[config.mk]
export PLATFORM = sky130hd
export DESIGN_NAME = funcmod_dac_fifo_flat
export DESIGN_NICKNAME = d
export VERILOG_FILES = /design/src/rtl/funcmod_dac_fifo_if.sv /design/src/rtl/funcmod_dac_fifo.sv /design/src/flat_wrapper.sv
export SDC_FILE = /design/constraint.sdc
export NUM_CORES = 1
export LEC_CHECK = 0
export CORE_MARGIN = 5
export CORE_UTILIZATION = 45
export CTS_CLUSTER_SIZE = 28
export DETAILED_ROUTE_END_ITERATION = 16
export PLACE_DENSITY = 0.69
export SLEW_MARGIN = 10
export SYNTH_ARGS = -nofsm -noshare
export SYNTH_HDL_FRONTEND = slang
export SYNTH_SLANG_ARGS = --single-unit
[constraint.sdc]
create_clock -name clk -period 7.45 [get_ports clk]
set_input_delay 1.49 -clock clk [delete_from_list [all_inputs] [get_ports clk]]
set_output_delay 1.49 -clock clk [all_outputs]
set_load 0.02 [all_outputs]
[src/rtl/funcmod_dac_fifo_if.sv]
// Register write bus into the DAC FIFO block.
// The host drives it through the master modport and the block receives it through the slave modport.
interface funcmod_dac_fifo_if;
    logic        wr_en;
    logic [7:0]  wr_addr;
    logic [31:0] wr_dat;

    modport master (
        output wr_en,
        output wr_addr,
        output wr_dat
    );

    modport slave (
        input wr_en,
        input wr_addr,
        input wr_dat
    );
endinterface

[src/rtl/funcmod_dac_fifo.sv]
// Register-fed sample FIFO that plays words out to a DAC at a programmable period.
// Each played sample is accompanied by a stretchable sample-clock strobe.
module funcmod_dac_fifo #(
    parameter int unsigned ADDR  = 0,
    parameter int unsigned W_AIO = 16,
    parameter int unsigned DEPTH = 16,
    parameter int unsigned W_DIV = 16
) (
    input  logic                     clk,
    input  logic                     rst,
    funcmod_dac_fifo_if.slave        bus,
    output logic                     smp,
    output logic [W_AIO-1:0]         dat,
    output logic [$clog2(DEPTH):0]   level,
    output logic                     ovf,
    output logic                     udf
);

    localparam int unsigned AW = $clog2(DEPTH);
    localparam logic [7:0]  A_DATA = 8'(ADDR);
    localparam logic [7:0]  A_DIV  = 8'(ADDR + 1);
    localparam logic [7:0]  A_CTRL = 8'(ADDR + 2);
    localparam logic [AW:0] FULL_LVL = (AW + 1)'(DEPTH);

    logic [W_AIO-1:0] mem [DEPTH];

    logic [AW-1:0]    wr_ptr_q, wr_ptr_d;
    logic [AW-1:0]    rd_ptr_q, rd_ptr_d;
    logic [AW:0]      level_q, level_d;
    logic [W_AIO-1:0] dat_q, dat_d;
    logic [W_DIV-1:0] div_q, div_d;
    logic [W_DIV-1:0] cnt_q, cnt_d;
    logic [3:0]       sw_q, sw_d;
    logic [4:0]       scnt_q, scnt_d;
    logic             run_q, run_d;
    logic             fire_q, fire_d;
    logic             ovf_q, ovf_d;
    logic             udf_q, udf_d;

    logic wr_data, wr_div, wr_ctrl;
    logic flush, clr_flags;
    logic tick, pop, push_ok, drop;
    logic unused_wr;

    assign wr_data   = bus.wr_en && (bus.wr_addr == A_DATA);
    assign wr_div    = bus.wr_en && (bus.wr_addr == A_DIV);
    assign wr_ctrl   = bus.wr_en && (bus.wr_addr == A_CTRL);
    assign flush     = wr_ctrl && bus.wr_dat[1];
    assign clr_flags = wr_ctrl && bus.wr_dat[2];
    assign unused_wr = ^bus.wr_dat;

    assign tick    = run_q && (cnt_q == '0);
    assign pop     = tick && (level_q != '0);
    // A pop in the same cycle frees the slot, so a push into a full FIFO still lands.
    assign push_ok = wr_data && ((level_q != FULL_LVL) || pop);
    assign drop    = wr_data && (level_q == FULL_LVL) && !pop;

    always_comb begin
        wr_ptr_d = wr_ptr_q;
        rd_ptr_d = rd_ptr_q;
        level_d  = level_q;
        dat_d    = dat_q;
        div_d    = div_q;
        cnt_d    = cnt_q;
        sw_d     = sw_q;
        scnt_d   = scnt_q;
        run_d    = run_q;
        fire_d   = pop;
        ovf_d    = ovf_q;
        udf_d    = udf_q;

        if (push_ok) wr_ptr_d = wr_ptr_q + AW'(1);
        if (pop) begin
            rd_ptr_d = rd_ptr_q + AW'(1);
            dat_d    = mem[rd_ptr_q];
        end
        unique case ({push_ok, pop})
            2'b10:   level_d = level_q + (AW + 1)'(1);
            2'b01:   level_d = level_q - (AW + 1)'(1);
            default: level_d = level_q;
        endcase
        if (flush) begin
            wr_ptr_d = '0;
            rd_ptr_d = '0;
            level_d  = '0;
        end

        if (wr_div) div_d = bus.wr_dat[W_DIV-1:0];
        if (wr_ctrl) begin
            run_d = bus.wr_dat[0];
            sw_d  = bus.wr_dat[7:4];
        end

        if (!run_q)      cnt_d = '0;
        else if (tick)   cnt_d = div_q;
        else             cnt_d = cnt_q - W_DIV'(1);

        // Reloading on every fire keeps smp high across back-to-back samples.
        if (fire_q)              scnt_d = {1'b0, sw_q} + 5'd1;
        else if (scnt_q != '0)   scnt_d = scnt_q - 5'd1;

        // Clear first so a coincident set wins.
        if (clr_flags) begin
            ovf_d = 1'b0;
            udf_d = 1'b0;
        end
        if (drop)                       ovf_d = 1'b1;
        if (tick && (level_q == '0))    udf_d = 1'b1;
    end

    always_ff @(posedge clk) begin
        if (rst) begin
            wr_ptr_q <= '0;
            rd_ptr_q <= '0;
            level_q  <= '0;
            dat_q    <= '0;
            div_q    <= '0;
            cnt_q    <= '0;
            sw_q     <= 4'd1;
            scnt_q   <= '0;
            run_q    <= 1'b0;
            fire_q   <= 1'b0;
            ovf_q    <= 1'b0;
            udf_q    <= 1'b0;
        end else begin
            wr_ptr_q <= wr_ptr_d;
            rd_ptr_q <= rd_ptr_d;
            level_q  <= level_d;
            dat_q    <= dat_d;
            div_q    <= div_d;
            cnt_q    <= cnt_d;
            sw_q     <= sw_d;
            scnt_q   <= scnt_d;
            run_q    <= run_d;
            fire_q   <= fire_d;
            ovf_q    <= ovf_d;
            udf_q    <= udf_d;
        end
    end

    always_ff @(posedge clk) begin
        if (!rst && push_ok && !flush) mem[wr_ptr_q] <= bus.wr_dat[W_AIO-1:0];
    end

    assign smp   = (scnt_q != '0);
    assign dat   = dat_q;
    assign level = level_q;
    assign ovf   = ovf_q;
    assign udf   = udf_q;

endmodule

[src/flat_wrapper.sv]
// flat-port wrapper written by rule: the top's interface ports become plain ports
module funcmod_dac_fifo_flat 
#(
    parameter int unsigned ADDR  = 0,
    parameter int unsigned W_AIO = 16,
    parameter int unsigned DEPTH = 16,
    parameter int unsigned W_DIV = 16
)
  (clk, rst, smp, dat, level, ovf, udf, bus_wr_en, bus_wr_addr, bus_wr_dat);
  funcmod_dac_fifo_if bus_i ();
  input  logic clk;
  input  logic rst;
  output logic smp;
  output logic [W_AIO-1:0] dat;
  output logic [$clog2(DEPTH):0] level;
  output logic ovf;
  output logic udf;
  input wire logic [$bits(bus_i.wr_en)-1:0] bus_wr_en;
  input wire logic [$bits(bus_i.wr_addr)-1:0] bus_wr_addr;
  input wire logic [$bits(bus_i.wr_dat)-1:0] bus_wr_dat;
  assign bus_i.wr_en = bus_wr_en;
  assign bus_i.wr_addr = bus_wr_addr;
  assign bus_i.wr_dat = bus_wr_dat;
  funcmod_dac_fifo #(.ADDR(ADDR), .W_AIO(W_AIO), .DEPTH(DEPTH), .W_DIV(W_DIV)) u_core (.clk(clk), .rst(rst), .bus(bus_i), .smp(smp), .dat(dat), .level(level), .ovf(ovf), .udf(udf));
endmodule
==> impl_metrics.env, run 1 <==
export IMPL_status="finished, final reports clean"
export IMPL_yosys_most_used_dff="edfxtp_1"
export IMPL_n_fill_cell=2247
export IMPL_syn_num_nets=829
export IMPL_setup_tns_ps=0
export IMPL_insertion_delay_ps=500
export IMPL_hold_viol=0
export IMPL_htreeDepth=2
export IMPL_drtAntennaViolNets=0
export IMPL_synthArstFlopShare_pct=0
export IMPL_finalNonFillerCells=1251
export IMPL_worst_path_largest_cell_delay_ps=730
export IMPL_grt_overflow_total=0
export IMPL_synth_top_cell_area_share_pct=58.3
export IMPL_p_leak_nw=5.04
export IMPL_cts_tree="done"
export IMPL_grt_pass1_vias=7058
export IMPL_syn_area_per_cell_sq_um=17.1
export IMPL_post_cts_setup_buffer_count=0
export IMPL_drv_slew=0
export IMPL_synth_edff_count=256
export IMPL_end_kind="flip-flop"
export IMPL_min_path_type="reg2reg"
export IMPL_antenna_found_initial=0
export IMPL_max_slew_margin_pct=23.4
export IMPL_dp_hpwl_um=15300
export IMPL_die_area_sq_um=32800
export IMPL_regArea_sq_um=9170
export IMPL_cts_root_buf="clkbuf_16"
export IMPL_fin_nets=901
export IMPL_crit_required_ps=7630
export IMPL_rows=62
export IMPL_synth_seq_area_share_pct=69.6
export IMPL_drive_gt1_share_pct=21.3
export IMPL_cts_buffer_depth=3
export IMPL_finalSetupViolations=0
export IMPL_p_per_area_nw_per_um2=245
export IMPL_ys_ff_latch=330
export IMPL_fmax_ghz=0.225
export IMPL_vias_per_cell=5.53
export IMPL_drt_iter0_drc=563
export IMPL_grt_total_usage_pct=16.3
export IMPL_timing_final_crit_period_ps=4450
export IMPL_core_sq_um=28800
export IMPL_ys_warn_count=0
export IMPL_cts_hold_buf=0
export IMPL_synth_area_mux_share_pct=15.7
export IMPL_min_period_over_period_pct=59.8
export IMPL_synth_area_leader_cell="edfxtp_1"
export IMPL_rsz0062_at_grt="false"
export IMPL_io_pins=67
export IMPL_finalWirelength_um=26700
export IMPL_port_buffers=50
export IMPL_cp_buffers_inverters=2
export IMPL_syn_area_sq_um=13200
export IMPL_die_x_um=181
export IMPL_clkSinkCount=330
export IMPL_dieHeight_um=181
export IMPL_via_count=6913
export IMPL_vdd_drop_max_v=0.000127
export IMPL_arrival_ps=4630
export IMPL_path_max_fanout=11
export IMPL_layout_common_cells="edfxtp_1 (256), mux4_2 (80), dfxtp_1 (72)"
export IMPL_cts_resized=0
export IMPL_antenna_cells=0
export IMPL_routedWlPerCell_um=21.4
export IMPL_synth_area_leaders="edfxtp_1 (58%), mux4_2 (14%), dfxtp_1 (11%)"
export IMPL_post_synth_fa_ha_maj_area_fraction_pct=1.39
export IMPL_worst_setup_path_type="in2reg"
export IMPL_dr_pass1_iters=4
export IMPL_skew_ps=15.2
export IMPL_final_common_cell="edfxtp_1"
export IMPL_drcViolationCount=0
export IMPL_synth_simple_area_share_pct=6.56
export IMPL_gp_congestion=0.774
export IMPL_critPathSlowestCell="nor3_2"
export IMPL_synth_compound_gate_area_share_pct=3.53
export IMPL_maxCapViolCount=0
export IMPL_clk_pin_slew_ps=60
export IMPL_cts_made_buffers=34
export IMPL_tightest_slew_ps=1140
export IMPL_cp_start_kind="primary input"
export IMPL_yosysUniqueCellTypes=55
export IMPL_multiInputGateArea_sq_um=3860
export IMPL_cp_top_family="simple AND/OR/NAND/NOR gates"
export IMPL_start_util_pct=45.8
export IMPL_synth_xor_area_share_pct=1.46
export IMPL_synth_cells=772
export IMPL_grt_pass1_wl_um=41500
export IMPL_area_growth_pct=16.2
export IMPL_synth_top_family_by_area="multiplexers"
export IMPL_placed_cells=1192
export IMPL_grt_max_degree=68
export IMPL_crit_chain="clkdlybuf4s50_1 > or4_1 > nor3_1 > nand4_2 > nor3_2 > buf_4"
-- worst register-to-register path, delay by kind of cell (launching register included) --
family          cells  cell delay, ps
simple gates        4            1890
buf+inv             1             380
flops               1             370
compound gates      1             220
-- cells in the mapped netlist, types with 2 or more instances --
library cell,number
buf_1,4
a31oi_1,2
or4_1,4
nor2_1,55
a22oi_1,2
nor2b_1,2
a211o_1,2
a21oi_1,25
edfxtp_1,256
or3_1,11
inv_1,16
dfxtp_1,74
buf_2,9
nand4_1,2
mux2i_1,25
a21oi_2,2
or2_2,2
nor4_4,2
clkbuf_1,23
nand3_1,10
o21ai_0,5
xnor2_1,10
a21o_1,3
nand2_1,48
a211oi_1,18
o21a_1,2
mux4_2,80
xor2_1,12
nand3b_1,2
nor3_1,23
mux2_2,2
nand2b_1,4
ha_1,13
-- sequential cells by signal, summed over array words and instances, names as in the netlist --
name,flops
u_core.run_q,1
u_core.udf,1
u_core.scnt_q,5
u_core.mem,256
u_core.level,5
u_core.rd_ptr_q,4
u_core.ovf,1
u_core.div_q,16
u_core.cnt_q,16
u_core.sw_q,4
u_core.dat,16
u_core.wr_ptr_q,4
u_core.fire_q,1
-- metal layers --
layer	GRT usage [%]	part of all wire, %	routed length (um)	vias up
met3	2.49	5.0	1330	39
met2	26.7	49	13000	179
met1	23.2	44	11800	3530
met4	3.96	2.0	531	0
met5	0	0	0	-
li1	-	-	-	3165
-- cells by family after synthesis --
logic type | after synthesis
flops | 330
buf+inv | 55
compound gates | 70
xor+xnor | 22
mux | 107
fa+ha+maj | 14
simple gates | 174
-- cell type report --
type	instances	share of cell area [%]
sequential	330	59.9
multi-input combinational	387	25.2
clock buffer	45	6.10
timing repair buffer	74	4.41
tap	384	3.14
clock inverter	14	0.776
inverter	17	0.417
-- power breakdown --
| part | switching (mW) | internal [mW] | total (mW) |
|---|---|---|---|
| logic | 0.0819 | 0.0664 | 0.148 |
| registers | 0.00982 | 1.99 | 2.00 |
| clock network | 0.657 | 0.949 | 1.61 |
| total | 0.748 | 3.01 | 3.76 |
-- metrics by stage --
stage	util [%]	worst slack [ps]	power, mW	hold slack (ps)	instance area, sq um
detailed placement	49.5	2520	2.19	450	14300
CTS	53.2	3040	3.80	459	15300
floorplan	-	3100	2.13	432	13200
global route	53.2	2850	3.89	464	15300
global placement	49.5	2590	2.19	439	14300
finish	53.2	3000	3.76	456	15300
-- final timing paths --
check	cells past startpoint	from	to	slack [ps]
worst max-delay path	6	bus_wr_addr[0]	u_core.mem[14][5]	3000
worst min-delay path	2	u_core.div_q[1]	u_core.div_q[1]	460
worst max register to register	6	u_core.cnt_q[3]	u_core.mem[14][5]	4270
worst min register to register	2	u_core.div_q[1]	u_core.div_q[1]	460
Note: power is estimated with default switching activity, not from simulation.
==> run 2: changes to the inputs <==
==> constraint.sdc (replaced) <==
create_clock -name clk -period 4.6 [get_ports clk]
set_input_delay 0.92 -clock clk [delete_from_list [all_inputs] [get_ports clk]]
set_output_delay 0.92 -clock clk [all_outputs]
set_load 0.02 [all_outputs]
==> run 2 against run 1 <==
Critical path depth rose by 5. Sequential cell count did not move. Sequential share of layout area fell by 0.11 points.
==> impl_metrics.env, run 2 (synthesis results as in run 1) <==
export IMPL_grt_pass1_wl_um=42500
export IMPL_placed_cells=1197
export IMPL_grt_max_degree=46
export IMPL_finalSetupViolations=0
export IMPL_n_fill_cell=2280
export IMPL_hold_slack_ps=454
export IMPL_gp_congestion=0.775
export IMPL_die_area_sq_um=32800
export IMPL_vias_per_cell=5.54
export IMPL_cts_made_buffers=35
export IMPL_grt_overflow_total=0
export IMPL_dr_pass1_iters=5
export IMPL_skew_ps=21.7
export IMPL_grt_total_usage_pct=16.8
export IMPL_antenna_cells=0
export IMPL_rrSetupSlack_ps=1890
export IMPL_start_util_pct=45.8
export IMPL_cts_buffer_depth=3
export IMPL_crit_required_ps=5020
export IMPL_layout_common_cells="edfxtp_1 (256), mux4_2 (80), dfxtp_1 (72)"
export IMPL_largest_register_ffs=256
export IMPL_end_kind="flip-flop"
export IMPL_rsz0062_at_grt="false"
export IMPL_clkSinkCount=330
export IMPL_fin_nets=907
export IMPL_status="finished, final reports clean"
export IMPL_post_cts_setup_buffer_count=0
export IMPL_via_count=6968
export IMPL_pre_cts_slack_ps=670
export IMPL_routedWlPerCell_um=21.8
export IMPL_clk_pin_slew_ps=60
export IMPL_stdcell_area_sq_um=15300
export IMPL_io_pins=67
export IMPL_insertion_delay_ps=510
export IMPL_crit_end="u_core.level[3]"
export IMPL_crit_start="bus_wr_addr[0]"
export IMPL_hold_viol=0
export IMPL_dieHeight_um=181
export IMPL_regMostFlops="u_core.mem"
export IMPL_arrival_ps=3840
export IMPL_tightest_slew_ps=1240
export IMPL_die_x_um=181
export IMPL_area_growth_pct=16.4
export IMPL_final_common_cell="edfxtp_1"
export IMPL_drcViolationCount=0
export IMPL_worstReg2RegStart="u_core.cnt_q[10]"
export IMPL_port_buffers=50
export IMPL_min_path_type="reg2reg"
export IMPL_vdd_drop_max_v=0.000235
export IMPL_cp_start_kind="primary input"
export IMPL_rows=62
export IMPL_path_max_fanout=5
export IMPL_placed_area_sq_um=14300
export IMPL_htreeDepth=2
export IMPL_drt_iter0_drc=600
export IMPL_cts_root_buf="clkbuf_16"
export IMPL_p_leak_nw=5.07
export IMPL_finalNonFillerCells=1258
export IMPL_drv_slew=0
export IMPL_cts_tree="done"
export IMPL_drive_gt1_share_pct=21.9
export IMPL_timing_final_crit_period_ps=3420
export IMPL_core_sq_um=28800
export IMPL_grt_pass1_vias=7208
export IMPL_ff2ff_path_depth=6
export IMPL_setup_ws_ps=1180
export IMPL_finalWirelength_um=27400
export IMPL_p_per_area_nw_per_um2=394
export IMPL_max_slew_margin_pct=17.2
export IMPL_worst_setup_path_type="in2reg"
export IMPL_maxCapViolCount=0
export IMPL_fmax_ghz=0.292
export IMPL_drtAntennaViolNets=0
export IMPL_antenna_found_initial=0
export IMPL_setup_tns_ps=0
export IMPL_min_period_over_period_pct=74.3
export IMPL_dp_hpwl_um=16100
export IMPL_timing_rr_end="u_core.rd_ptr_q[3]"
export IMPL_worstHoldStart="u_core.div_q[0]"
export IMPL_cts_hold_buf=0
export IMPL_cts_resized=0
==> run 2: through the flow <==
| step | total power [mW] | utilization (%) |
|---|---|---|
| 2_1_floorplan | 3.45 | - |
| 3_3_place_gp | 3.55 | 49.7 |
| 3_5_place_dp | 3.55 | 49.7 |
| 4_1_cts | 6.10 | 53.3 |
| 5_1_grt | 6.26 | 53.3 |
| 6_report | 6.04 | 53.3 |
==> run 2: cell type report <==
type	count	area (sq um)	area share, %
flip-flops and latches	330	9170	59.8
well taps	384	480	3.13
clock inverters	11	77.6	0.506
repair buffers	79	713	4.65
multi-input cells	387	3860	25.2
clock buffers	50	965	6.29
inverters	17	63.8	0.416
==> run 2: worst min-delay path by stage <==
| stage | to | slack (ps) | cells after the start |
|---|---|---|---|
| 3_3_place_gp | u_core.div_q[8] | 440 | 2 |
| 6_report | u_core.div_q[0] | 450 | 2 |
| 5_1_grt | u_core.div_q[15] | 470 | 2 |
| 2_1_floorplan | u_core.div_q[13] | 430 | 2 |
| 4_1_cts | u_core.div_q[15] | 460 | 2 |
| 3_5_place_dp | u_core.div_q[15] | 450 | 2 |
==> run 2: worst max-delay path, cell delays in order <==
cell	delay (ps)
clkdlybuf4s50_1	410
or4_1	640
or3_1	440
nand4_1	180
inv_1	100
ha_1	280
a21o_1	180
a21oi_1	180
xnor2_1	160
mux2i_1	100
a211oi_1	230
==> run 2: power by group <==
| group | internal (mW) | total (mW) | switching, mW |
|---|---|---|---|
| Combinational | 0.107 | 0.237 | 0.130 |
| Sequential | 3.23 | 3.25 | 0.0165 |
| Clock | 1.47 | 2.56 | 1.09 |
| Total | 4.81 | 6.04 | 1.24 |
==> run 2: routing by layer <==
metal  share of wire (%)  wire length, um  vias to the layer above  GRT usage, %
met2                  49            13400                      189          27.6
met5                   0                0                        -             0
li1                    -                -                     3184             -
met1                  45            12200                     3558          23.9
met3                 5.0             1370                       37          2.71
met4                 1.8              484                        0          3.69
==> run 3: changes to the inputs <==
==> constraint.sdc (replaced) <==
create_clock -name clk -period 3.45 [get_ports clk]
set_input_delay 0.69 -clock clk [delete_from_list [all_inputs] [get_ports clk]]
set_output_delay 0.69 -clock clk [all_outputs]
set_load 0.02 [all_outputs]
==> run 3 against run 2 <==
Critical endpoint is now u_core.level[4]. Sequential power grew 33%. Clock power grew 40%. Worst setup slack lost 660 ps. Largest power group unchanged. First-iteration DRC count shrank 27%. Cell area grew 2.1%. Critical path type unchanged. Clock skew grew 0.97 ps. Clock-buffer cell count grew 1. Largest cell class unchanged. Routed wire length grew 1.0%.
==> impl_metrics.env, run 3 (synthesis results as in run 1) <==
export IMPL_status="finished, final reports clean"
export IMPL_htreeDepth=2
export IMPL_finalWirelength_um=27700
export IMPL_drtAntennaViolNets=0
export IMPL_vdd_drop_max_v=0.000286
export IMPL_fin_nets=916
export IMPL_grt_overflow_total=0
export IMPL_start_util_pct=45.8
export IMPL_port_buffers=50
export IMPL_drv_slew=0
export IMPL_regMostFlops="u_core.mem"
export IMPL_dp_hpwl_um=16800
export IMPL_clk_pin_slew_ps=60
export IMPL_worst_setup_path_type="in2reg"
export IMPL_cp_start_kind="primary input"
export IMPL_insertion_delay_ps=520
export IMPL_antenna_cells=0
export IMPL_max_slew_margin_pct=20.7
export IMPL_drcViolationCount=0
export IMPL_skew_ps=22.7
export IMPL_cp_top_family="simple AND/OR/NAND/NOR gates"
export IMPL_drive_gt1_share_pct=23.0
export IMPL_rsz0062_at_grt="false"
export IMPL_min_path_type="reg2reg"
export IMPL_die_x_um=181
export IMPL_cts_resized=0
export IMPL_routedWlPerCell_um=21.8
export IMPL_finalSetupViolations=0
export IMPL_cts_buffer_depth=3
export IMPL_min_period_over_period_pct=84.9
export IMPL_hold_viol=0
export IMPL_path_max_fanout=3
export IMPL_grt_total_usage_pct=17.0
export IMPL_die_area_sq_um=32800
export IMPL_grt_pass1_vias=7247
export IMPL_worst_path_largest_cell_delay_ps=530
export IMPL_final_common_cell="edfxtp_1"
export IMPL_drt_iter0_drc=440
export IMPL_post_cts_setup_buffer_count=0
export IMPL_io_pins=67
export IMPL_area_growth_pct=18.9
export IMPL_cts_hold_buf=0
export IMPL_vias_per_cell=5.52
export IMPL_grt_max_degree=53
export IMPL_via_count=7007
export IMPL_clkSinkCount=330
export IMPL_critPathSlowestCell="or4b_4"
export IMPL_core_sq_um=28800
export IMPL_fmax_ghz=0.341
export IMPL_cp_buffers_inverters=2
export IMPL_end_kind="flip-flop"
export IMPL_maxCapViolCount=0
export IMPL_crit_required_ps=3890
export IMPL_timing_final_crit_period_ps=2930
export IMPL_tightest_slew_ps=1190
export IMPL_cts_made_buffers=35
export IMPL_gp_congestion=0.766
export IMPL_crit_chain="clkdlybuf4s50_1 > or4b_4 > or3_1 > nand4_1 > inv_1 > ha_1 > nor2b_1 > o21a_1 > o22ai_1 > o32a_1 > mux2i_1"
export IMPL_largest_register_ffs=256
export IMPL_p_leak_nw=5.18
export IMPL_stdcell_area_sq_um=15700
export IMPL_arrival_ps=3370
export IMPL_layout_common_cells="edfxtp_1 (256), mux4_2 (80), dfxtp_1 (72)"
export IMPL_cts_tree="done"
export IMPL_placed_area_sq_um=14600
export IMPL_p_per_area_nw_per_um2=526
export IMPL_rows=62
export IMPL_cts_root_buf="clkbuf_16"
export IMPL_placed_cells=1206
export IMPL_dr_pass1_iters=5
export IMPL_grt_pass1_wl_um=42900
export IMPL_antenna_found_initial=0
export IMPL_dieHeight_um=181
export IMPL_finalNonFillerCells=1270
-- run 3: cell types whose count changed in the layout (fill, tap and decap cells not counted) --
cell / previous run / this run
clkinv_2: 5 / 3
inv_4: 0 / 1
clkbuf_8: 1 / 4
clkinv_8: 2 / 1
clkbuf_1: 12 / 9
clkbuf_4: 0 / 2
clkbuf_2: 1 / 0
buf_4: 29 / 23
clkinv_1: 4 / 6
buf_12: 0 / 15
bufinv_16: 0 / 1
clkinvlp_4: 0 / 1
-- run 3: cell type report --
class                   instances  area [sq um]
clock inverters                13           103
clock buffers                  51          1000
fillers                      2252         13100
flip-flops and latches        330          9170
repair buffers                 88           968
multi-input cells             387          3860
well taps                     384           480
inverters                      17          63.8
-- run 3: worst paths after layout --
check / end / cells past startpoint / slack [ps] / start
setup / recovery: u_core.level[4] / 11 / 520 / bus_wr_addr[4]
hold / removal: u_core.div_q[15] / 2 / 450 / u_core.div_q[15]
setup reg to reg: u_core.level[4] / 10 / 720 / u_core.cnt_q[10]
hold reg to reg: u_core.div_q[15] / 2 / 450 / u_core.div_q[15]
-- run 3: through the flow --
step | hold slack [ps] | total power, mW | setup slack [ps] | utilization (%) | TNS (ps)
after floorplan | 432 | 4.60 | -96.6 | - | -24180
after global placement | 439 | 4.73 | 42.4 | 50.6 | 0
after detailed placement | 446 | 4.73 | -30.1 | 50.6 | -43.1
after CTS | 456 | 8.31 | 520 | 54.4 | 0
after global routing | 469 | 8.52 | 358 | 54.4 | 0
final | 452 | 8.23 | 521 | 54.4 | 0
-- run 3: power breakdown --
part / internal [mW] / total, mW / switching, mW
Clock: 2.11 / 3.59 / 1.48
Sequential: 4.31 / 4.33 / 0.0215
Combinational: 0.143 / 0.318 / 0.175
Total: 6.56 / 8.23 / 1.67
-- run 3: worst register-to-register path, stage by stage, from the launching register on --
cell	delay [ps]
dfxtp_1	350
nor3_1	460
and4_1	400
nand4_1	170
buf_4	180
fa_1	400
nor2b_1	130
o21a_1	140
o22ai_1	80
o32a_1	190
mux2i_1	120
-- run 3: layer usage --
metal,GRT usage (%),routed length [um],vias to the layer above
met5,0,0,-
met4,4.08,461,0
met3,2.90,1220,37
met2,28.5,13800,166
met1,23.5,12200,3603
li1,-,-,3201
